**config.mk**
```make
export PLATFORM = sky130hd
export DESIGN_NAME = seg_display_ctrl
export DESIGN_NICKNAME = d
export VERILOG_FILES = /design/src/rtl/seg_display_ctrl.sv
export SDC_FILE = /design/constraint.sdc
export NUM_CORES = 1
export LEC_CHECK = 0
export BUFFER_PORTS_ARGS = -buffer_cell sky130_fd_sc_hd__buf_2
export CAP_MARGIN = 25
export CORE_UTILIZATION = 51
export DETAILED_ROUTE_END_ITERATION = 12
export PLACE_DENSITY = 0.73
export RECOVER_POWER = 100
export SYNTH_ARGS = -nofsm -noshare
export SYNTH_HDL_FRONTEND = slang
export SYNTH_SLANG_ARGS = --single-unit
```
**constraint.sdc**
```tcl
create_clock -name clk -period 2.3 [get_ports clk]
set_input_delay 0.69 -clock clk [delete_from_list [all_inputs] [get_ports clk]]
set_output_delay 0.69 -clock clk [all_outputs]
set_load 0.02 [all_outputs]
```
**src/rtl/seg_display_ctrl.sv**
```systemverilog
// seg_display_ctrl: IO-mapped multiplexed 7-segment controller with PWM dimming; define SEG_LZ_SUPPRESS_EN for leading-zero suppression
module seg_display_ctrl #(
  parameter int          NUM_DIGITS  = 8,
  parameter int          REFRESH_DIV = 5000,
  parameter logic [11:0] BASE_ADDR   = 12'h000,
  parameter int          PWM_BITS    = 4
) (
  input  logic                  clk,
  input  logic                  rst_n,
  input  logic                  IOen,
  input  logic [11:0]           IOaddr,
  input  logic [31:0]           IOwdata,
  output logic [NUM_DIGITS-1:0] led_en,
  output logic [6:0]            seg,
  output logic                  led_dp
);
  localparam int SW = $clog2(REFRESH_DIV);
  localparam int IW = NUM_DIGITS > 1 ? $clog2(NUM_DIGITS) : 1;
  localparam logic [6:0] DEC [16] = '{7'h01, 7'h4F, 7'h12, 7'h06, 7'h4C, 7'h24, 7'h20, 7'h0F,
                                      7'h00, 7'h0C, 7'h08, 7'h60, 7'h72, 7'h42, 7'h30, 7'h38};
  logic [4*NUM_DIGITS-1:0] data_q, data_d;
  logic [NUM_DIGITS-1:0]   dp_q, dp_d, en_q, en_d, led_en_q, led_en_d, lz;
  logic [PWM_BITS-1:0]     bright_q, bright_d, pwm_q, pwm_d;
  logic [SW-1:0]           slot_q, slot_d;
  logic [IW-1:0]           idx_q, idx_d;
  logic [6:0]              seg_q, seg_d;
  logic                    led_dp_q, led_dp_d, slot_wrap, on;
`ifdef SEG_LZ_SUPPRESS_EN
  // digit i is blank when it and every digit to its left hold zero
  always_comb
    for (int i = 0; i < NUM_DIGITS; i++) lz[i] = (i > 0) && ((data_q >> (4 * i)) == '0);
`else
  assign lz = '0;
`endif
  always_comb begin
    data_d    = (IOen && IOaddr == BASE_ADDR)          ? IOwdata[4*NUM_DIGITS-1:0] : data_q;
    dp_d      = (IOen && IOaddr == BASE_ADDR + 12'h4)  ? IOwdata[NUM_DIGITS-1:0]   : dp_q;
    en_d      = (IOen && IOaddr == BASE_ADDR + 12'h8)  ? IOwdata[NUM_DIGITS-1:0]   : en_q;
    bright_d  = (IOen && IOaddr == BASE_ADDR + 12'hC)  ? IOwdata[PWM_BITS-1:0]     : bright_q;
    slot_wrap = slot_q == SW'(REFRESH_DIV - 1);
    slot_d    = slot_wrap ? '0 : slot_q + SW'(1);
    idx_d     = !slot_wrap ? idx_q : (idx_q == IW'(NUM_DIGITS - 1)) ? '0 : idx_q + IW'(1);
    pwm_d     = pwm_q + PWM_BITS'(1);
    on        = en_q[idx_q] && (pwm_q <= bright_q) && !lz[idx_q];
    led_en_d  = on ? ~(NUM_DIGITS'(1) << idx_q) : '1;
    seg_d     = on ? DEC[data_q[4*idx_q +: 4]] : 7'h7F;
    led_dp_d  = on ? ~dp_q[idx_q] : 1'b1;
  end
  always_ff @(posedge clk or negedge rst_n)
    if (!rst_n) begin
      data_q   <= '0;
      dp_q     <= '0;
      en_q     <= '1;
      bright_q <= '1;
      slot_q   <= '0;
      idx_q    <= '0;
      pwm_q    <= '0;
      led_en_q <= '1;
      seg_q    <= 7'h7F;
      led_dp_q <= 1'b1;
    end else begin
      data_q   <= data_d;
      dp_q     <= dp_d;
      en_q     <= en_d;
      bright_q <= bright_d;
      slot_q   <= slot_d;
      idx_q    <= idx_d;
      pwm_q    <= pwm_d;
      led_en_q <= led_en_d;
      seg_q    <= seg_d;
      led_dp_q <= led_dp_d;
    end
  assign led_en = led_en_q;
  assign seg    = seg_q;
  assign led_dp = led_dp_q;
endmodule

```
# Yosys cells after proc, flatten, opt, wreduce, memory -nomap -nowiden
# Memory sizes are Yosys's and may differ from the RTL's.
# Index checks and enable logic that the tools add are counted.
[totals]
ff_bits = 88
wordCells = 48
mem_bits_ro = 120
memories = 2
output_inout_bits = 16
input_bits = 47
[memory_table]
columns = ["memory", "words", "width", "rd", "rd_clocked_by_memory_dff", "wr", "line_no", "source"]
rows = [
  ["(name not given)", 16, 7, 1, 0, 0, "46", "seg_d = on ? DEC[data_q[4*idx_q +: 4]] : 7'h7F;"],
  ["(name not given)", 8, 1, 1, 0, 0, "44", "on = en_q[idx_q] && (pwm_q <= bright_q) && !lz[idx_q];"],
]
[classes]
n_bitwise = 3
n_reduce_logical = 8
n_addsub = 3
shifts = 2
n_eq_ne = 5
n_mux = 12
order_cmp = 3
[ops]
columns = ["operator", "count"]
rows = [
  ["32-bit by 6-bit variable part select with 4-bit output", 1],
  ["12-bit by 4-bit equality test with 1-bit output (second input constant)", 2],
  ["7-bit two-way mux", 3],
  ["13-bit by 1-bit adder with 13-bit output (second input constant)", 1],
  ["13-bit equality test (second input constant)", 1],
  ["13-bit two-way mux", 1],
  ["12-bit by 3-bit equality test with 1-bit output (second input constant)", 1],
  ["12-bit logical NOT", 1],
  ["8-bit two-way mux", 1],
  ["8-bit NOT", 1],
  ["1-bit by 3-bit << shifter with 8-bit output (first input constant)", 1],
  ["1-bit binary-select mux with 3-bit select", 2],
  ["1-bit logical AND", 6],
  ["5-bit >= comparator (second input constant)", 1],
  ["4-bit NOT with 5-bit output", 1],
  ["4-bit by 1-bit adder with 4-bit output (second input constant)", 1],
  ["4-bit <= comparator", 1],
  ["3-bit by 4-bit less-than comparator with 1-bit output (second input constant)", 1],
  ["1-bit two-way mux", 4],
  ["3-bit by 1-bit adder with 3-bit output (second input constant)", 1],
  ["3-bit equality test (second input constant)", 1],
  ["3-bit two-way mux", 1],
  ["1-bit logical NOT", 1],
  ["1-bit NOT", 1],
]

# Logic depth before layout (Yosys ltp)
[logic_depth]
depth_word = 6
depth_mapped = 10
depth_no_buf = 8

# Worst setup path before layout
# OpenSTA, ideal clock, no wires.
[synth_path]
path_kind = "reg-to-reg"
startpoint = "register idx_q[0]"
endpoint = "register seg_q[3], in the netlist seg[3]"
path_stages_with_launch = 10
path_buffers = 1
required_time_ns = 2.209
setup_slack_ns = 0.050
synth_period_minus_slack_ns = 2.250
setup_time_ns = 0.091
t_arrival_ns = 2.159
path_cell_list = "dfrtp_1 buf_6 mux4_2 mux2_2 inv_1 ha_1 inv_1 nor2_1 a311oi_1 o211ai_1"
[synth_between]
elab_chain_cells = 6
word_cells_on_any_way = 13
classes_between = "shift (1); mux (6); bitwise (1); reduce/logical (3); memory (2)"
[synth_rtl]
columns = ["item", "line_no", "source"]
rows = [
  ["start: declaration", "25", "logic [IW-1:0] idx_q, idx_d;"],
  ["start signal: assignment", "67", "idx_q <= idx_d;"],
  ["32-bit by 6-bit variable part select with 4-bit output", "46", ""],
  ["4-bit NOT with 5-bit output (not written as such)", "46", ""],
  ["memory 16 x 7 bit", "n/a", ""],
  ["7-bit two-way mux (not written as such) (2 in series)", "46", ""],
  ["7-bit two-way mux *", "46", ""],
  ["via seg_d[3]", "26", "logic [6:0] seg_q, seg_d;"],
  ["end signal: assignment", "70", "seg_q <= seg_d;"],
  ["end: declaration", "26", ""],
]
# The timed path passes the listed nets; every way through them passes the cells marked *. The select of a mux whose other input is x is not followed.
# A chain may end at the register's enable or synchronous reset.

# Worst setup path after layout
[layout_path]
startpoint = "register idx_q[0]"
endpoint = "register seg_q[4], in the netlist seg[4]"
# Same word-level chain as after synthesis.

==> reports/qor.txt <==
SETUP PATH
-----------------------------------------------------------------------------------------
Highest net fanout along the worst path ....................................            6
Endpoint of the worst register-to-register path ............................       seg[4]
Kind of capture point of the worst setup path ..............................         flop
Critical path, cell by cell ................................................ mux4_2 -> mux2_2 -> buf_4 -> ha_1 -> nor4_1 -> a31oi_1 -> nand3_1
Reg2Reg Depth ..............................................................            7
Reg-to-reg startpoint ......................................................     idx_q[0]
Register-to-Register Setup Slack ...........................................      0.14 ns
Crit path buf inv count ....................................................            1
Data arrival time of the worst path ........................................      2.45 ns
Critical Path Max Stage Delay ..............................................      0.50 ns
Category of the most critical setup path ...................................      reg2reg
Slowest cell on the critical path .......................................... sky130_fd_sc_hd__mux4_2
Nature of the critical path startpoint .....................................         flop
Worst path top cell family by delay ........................................ multiplexers
Required time worst endpoint ...............................................      2.58 ns

RUN
-----------------------------------------------------------------------------------------
Maximum Capacitance Violations .............................................            0

LOGIC SYNTHESIS
-----------------------------------------------------------------------------------------
Synth Net Count ............................................................          387
Top cell type by total area after synthesis ................................ sky130_fd_sc_hd__dfrtp_1
Average cell area after synthesis ..........................................     13.3 um2
Portion of synthesized cell area occupied by the leading cell type .........        35.2%
Post-synth design cell area ................................................     4270 um2
Most instantiated flip-flop cell in the synthesis netlist .................. sky130_fd_sc_hd__dfrtp_1
Proportion of register bits with asynchronous set or reset after synthesis .         100%
Post-synth EDFFs ...........................................................            0
Number of synthesized register bits ........................................           88
Dominant cells by area after synthesis ..................................... sky130_fd_sc_hd__dfrtp_1, sky130_fd_sc_hd__dfstp_2, sky130_fd_sc_hd__mux2_2
Number of library cell types mapped by synthesis ...........................           55
Yosys warnings .............................................................            0
Register area share after synthesis ........................................        52.4%
Synthesized instance count .................................................          321

GRT
-----------------------------------------------------------------------------------------
Antenna violations before repair ...........................................            0
Global-route wire length before repair .....................................      13.9 mm
Via count of the first global-routing pass .................................         2803
Largest net degree at the start of global routing ..........................           89
GRT Resource Usage Total ...................................................        21.0%
Aggregate global routing overflow ..........................................            0

CELLS AND AREA
-----------------------------------------------------------------------------------------
Post-route cell area .......................................................     4930 um2
Share of layout cells above drive strength 1 ...............................        44.3%
Total Nets Final ...........................................................          467
Antenna Cells ..............................................................            0
Growth of design area from synthesis to finish .............................        15.6%
Fin util ...................................................................        62.5%
# fillers ..................................................................          640

STA
-----------------------------------------------------------------------------------------
Final-report max-slew violation count ......................................            0
Worst slew slack as a fraction of its limit ................................        23.9%
Setup repair after global routing missed its margin ........................           no
F_max ......................................................................    0.462 GHz
Slew @ Worst Pin ...........................................................      1.14 ns
Period minus WS final ......................................................      2.16 ns
Count of endpoints failing setup in the final report .......................            0
Final hold violation count .................................................            0
Final hold slack ...........................................................     0.490 ns
Worst clock skew on the final layout .......................................    0.0174 ns
Tcrit/Tclk final ...........................................................        94.0%

ROUTING
-----------------------------------------------------------------------------------------
TritonRoute pass-1 iters ...................................................            4
Met1 Wirelength ............................................................      3.89 mm
Remaining number of nets flagged by the antenna check after routing ........            0
Total routed wirelength ....................................................      8.00 mm
Length of routed met2 wiring ...............................................      3.65 mm
Post-DR vias/cell ..........................................................         5.40
Iteration-0 DRC count of the detailed router ...............................          140
Routed WL per cell .........................................................      15.7 um
DR top layer ...............................................................         met4
Wire length on met3 ........................................................       297 um
Number of remaining DRC errors .............................................            0
Total via count after detailed routing .....................................         2745

PLACEMENT
-----------------------------------------------------------------------------------------
Routability cong. ..........................................................        0.759
Post-Place Cell Area .......................................................     4780 um2
Count of input and output buffers ..........................................           62
HPWL after detailed placement ..............................................      5.90 mm

DIE
-----------------------------------------------------------------------------------------
Site Rows ..................................................................           32
Die Ht .....................................................................      93.5 um
Die Width ..................................................................      93.5 um
I/O pin count ..............................................................           63
Die Area ...................................................................     8730 um2
Placeable core region ......................................................     7890 um2
Starting Density ...........................................................        54.1%

POWER AND IR DROP
-----------------------------------------------------------------------------------------
Worst supply voltage drop on vdd ...........................................       335 uV
Reported leakage power .....................................................      2.28 nW
Total power divided by cell area ...........................................   571 nW/um2

CLOCKING
-----------------------------------------------------------------------------------------
TritonCTS Buffers ..........................................................            9
Clock sink count ...........................................................           88
Hold buffer count at CTS ...................................................            0
Clock latency reported for the late side of the worst-skew pair ............      0.36 ns
Library cell used as clock root buffer ..................................... sky130_fd_sc_hd__clkbuf_8
TritonCTS clock tree .......................................................         done
Clock Pin Slew Worst Setup and Hold Paths ..................................      0.09 ns
Count of H-tree levels built during CTS ....................................            3
Longest Clk Path Bufs ......................................................            2

HOLD PATH
-----------------------------------------------------------------------------------------
Count of cells along the worst hold path ...................................            1
Startpoint of the tightest hold check path .................................    slot_q[0]
Hold Crit Class ............................................................      reg2reg
Worst min-delay path endpoint ..............................................    slot_q[0]

RUN STATUS
-----------------------------------------------------------------------------------------
Run status ................................................................. finished clean

-- metal layers --
metal,track usage (%),up-vias
met1,29.4,1359
met2,33.0,64
met3,3.41,10
met4,8.33,0
li1,-,1312
met5,0,-
-- through the flow --
| step | TNS [ns] | worst slack (ns) | instances | power, mW |
|---|---|---|---|---|
| 2_1_floorplan | 0 | 0.0504 | 321 | 1.60 |
| 3_3_place_gp | 0 | 0.0438 | 492 | 1.68 |
| 3_5_place_dp | -1.89 | -0.114 | 492 | 1.68 |
| 4_1_cts | 0 | 0.0665 | 508 | 2.85 |
| 5_1_grt | 0 | 0.0121 | 508 | 2.92 |
| 6_report | 0 | 0.137 | 508 | 2.82 |
-- worst reg2reg max path, cell delays in order, from the launching register on --
cell,delay (ns)
sky130_fd_sc_hd__dfrtp_2,0.44
sky130_fd_sc_hd__mux4_2,0.50
sky130_fd_sc_hd__mux2_2,0.29
sky130_fd_sc_hd__buf_4,0.16
sky130_fd_sc_hd__ha_1,0.24
sky130_fd_sc_hd__nor4_1,0.29
sky130_fd_sc_hd__a31oi_1,0.08
sky130_fd_sc_hd__nand3_1,0.10
-- cell families (layout without fill, tap and decap cells) --
| logic type | after synthesis | after routing | share of synthesized area (%) |
|---|---|---|---|
| flops | 88 | 88 | 52.4 |
| simple gates | 80 | 80 | 9.94 |
| mux | 66 | 66 | 20.7 |
| compound gates | 31 | 31 | 5.28 |
| buf+inv | 25 | 110 | 3.58 |
| fa+ha+maj | 19 | 19 | 5.57 |
| xor+xnor | 12 | 12 | 2.46 |
-- registers in the layout (all words and copies together) (netlist names) --
register	cells
bright_q	4
idx_q	3
data_q	32
seg	7
led_en	8
slot_q	13
pwm_q	4
dp_q	8
led_dp	1
en_q	8
-- worst max path at each step --
stage | start | to | slack [ns] | depth (start not counted)
2_1_floorplan | idx_q[0] | seg[3] | 0.05 | 9
6_report | idx_q[0] | seg[4] | 0.14 | 7
5_1_grt | idx_q[0] | seg[3] | 0.01 | 8
3_5_place_dp | IOaddr[1] | dp_q[7] | -0.11 | 5
4_1_cts | idx_q[1] | seg[3] | 0.07 | 7
3_3_place_gp | IOaddr[1] | dp_q[7] | 0.04 | 5
-- power breakdown --
| group | leakage (nW) | total [mW] | internal [mW] | switching, mW |
|---|---|---|---|---|
| logic | 1.07 | 0.0931 | 0.0375 | 0.0556 |
| registers | 1.11 | 1.56 | 1.55 | 0.00240 |
| clock network | 0.110 | 1.17 | 0.614 | 0.554 |
| total | 2.28 | 2.82 | 2.21 | 0.612 |
-- Yosys cell counts (all sizes together) (2+ instances only) --
library cell and instances:
a21oi 3, and3 2, and4 2, buf 10, clkbuf 2, dfrtp 60
dfstp 28, ha 19, inv 12, mux2 52, mux2i 4, mux4 10
nand2 17, nand2b 3, nand3 15, nand4 9, nor2 18, nor2b 3
nor3 3, nor4 3, o2111ai 2, o211ai 4, o21a 2, o21ai 9
or3 2, xnor2 6, xor2 6
-- cell usage in the layout, fill, tap and decap left out, types with 2 or more instances in the layout --
cell	instances
sky130_fd_sc_hd__or3_1	2
sky130_fd_sc_hd__o21a_1	2
sky130_fd_sc_hd__and3_1	2
sky130_fd_sc_hd__dfrtp_2	2
sky130_fd_sc_hd__o211ai_1	4
sky130_fd_sc_hd__buf_2	45
sky130_fd_sc_hd__ha_1	19
sky130_fd_sc_hd__nor2_1	17
sky130_fd_sc_hd__mux2_2	49
sky130_fd_sc_hd__o2111ai_1	2
sky130_fd_sc_hd__dfstp_2	28
sky130_fd_sc_hd__o21ai_0	9
sky130_fd_sc_hd__clkbuf_1	19
sky130_fd_sc_hd__nor3_1	2
sky130_fd_sc_hd__inv_1	11
sky130_fd_sc_hd__mux2i_4	2
sky130_fd_sc_hd__mux2i_1	2
sky130_fd_sc_hd__mux4_2	10
sky130_fd_sc_hd__mux2_4	2
sky130_fd_sc_hd__bufinv_16	2
sky130_fd_sc_hd__clkbuf_8	9
sky130_fd_sc_hd__clkinv_2	2
sky130_fd_sc_hd__clkbuf_4	2
sky130_fd_sc_hd__and4_1	2
sky130_fd_sc_hd__nand2_1	17
sky130_fd_sc_hd__a21oi_1	3
sky130_fd_sc_hd__xor2_1	6
sky130_fd_sc_hd__nand4_1	9
sky130_fd_sc_hd__xnor2_1	6
sky130_fd_sc_hd__dfrtp_1	58
sky130_fd_sc_hd__nor2b_1	3
sky130_fd_sc_hd__nand3_1	15
sky130_fd_sc_hd__nand2b_1	2
sky130_fd_sc_hd__buf_4	14
sky130_fd_sc_hd__nor4_1	3
-- final cells by class --
cell class                      count  area [um2]  share of cell area (%)
Clock buffer                        9         124                    2.51
Timing Repair Buffer               81         422                    8.55
Multi-Input combinational cell    208        1880                    38.0
Sequential cell                    88        2240                    45.4
Inverter                           13        48.8                   0.989
Tap cell                          102         128                    2.59
Clock inverter                      7        95.1                    1.93
-- what timing repair did --
action / 4_1_cts / 5_1_grt
setup endpoints to repair: 0 / 4
setup buffers: 0 / 0
gates resized for setup: 0 / 2
No activity file was read; power rests on OpenSTA's default activity.
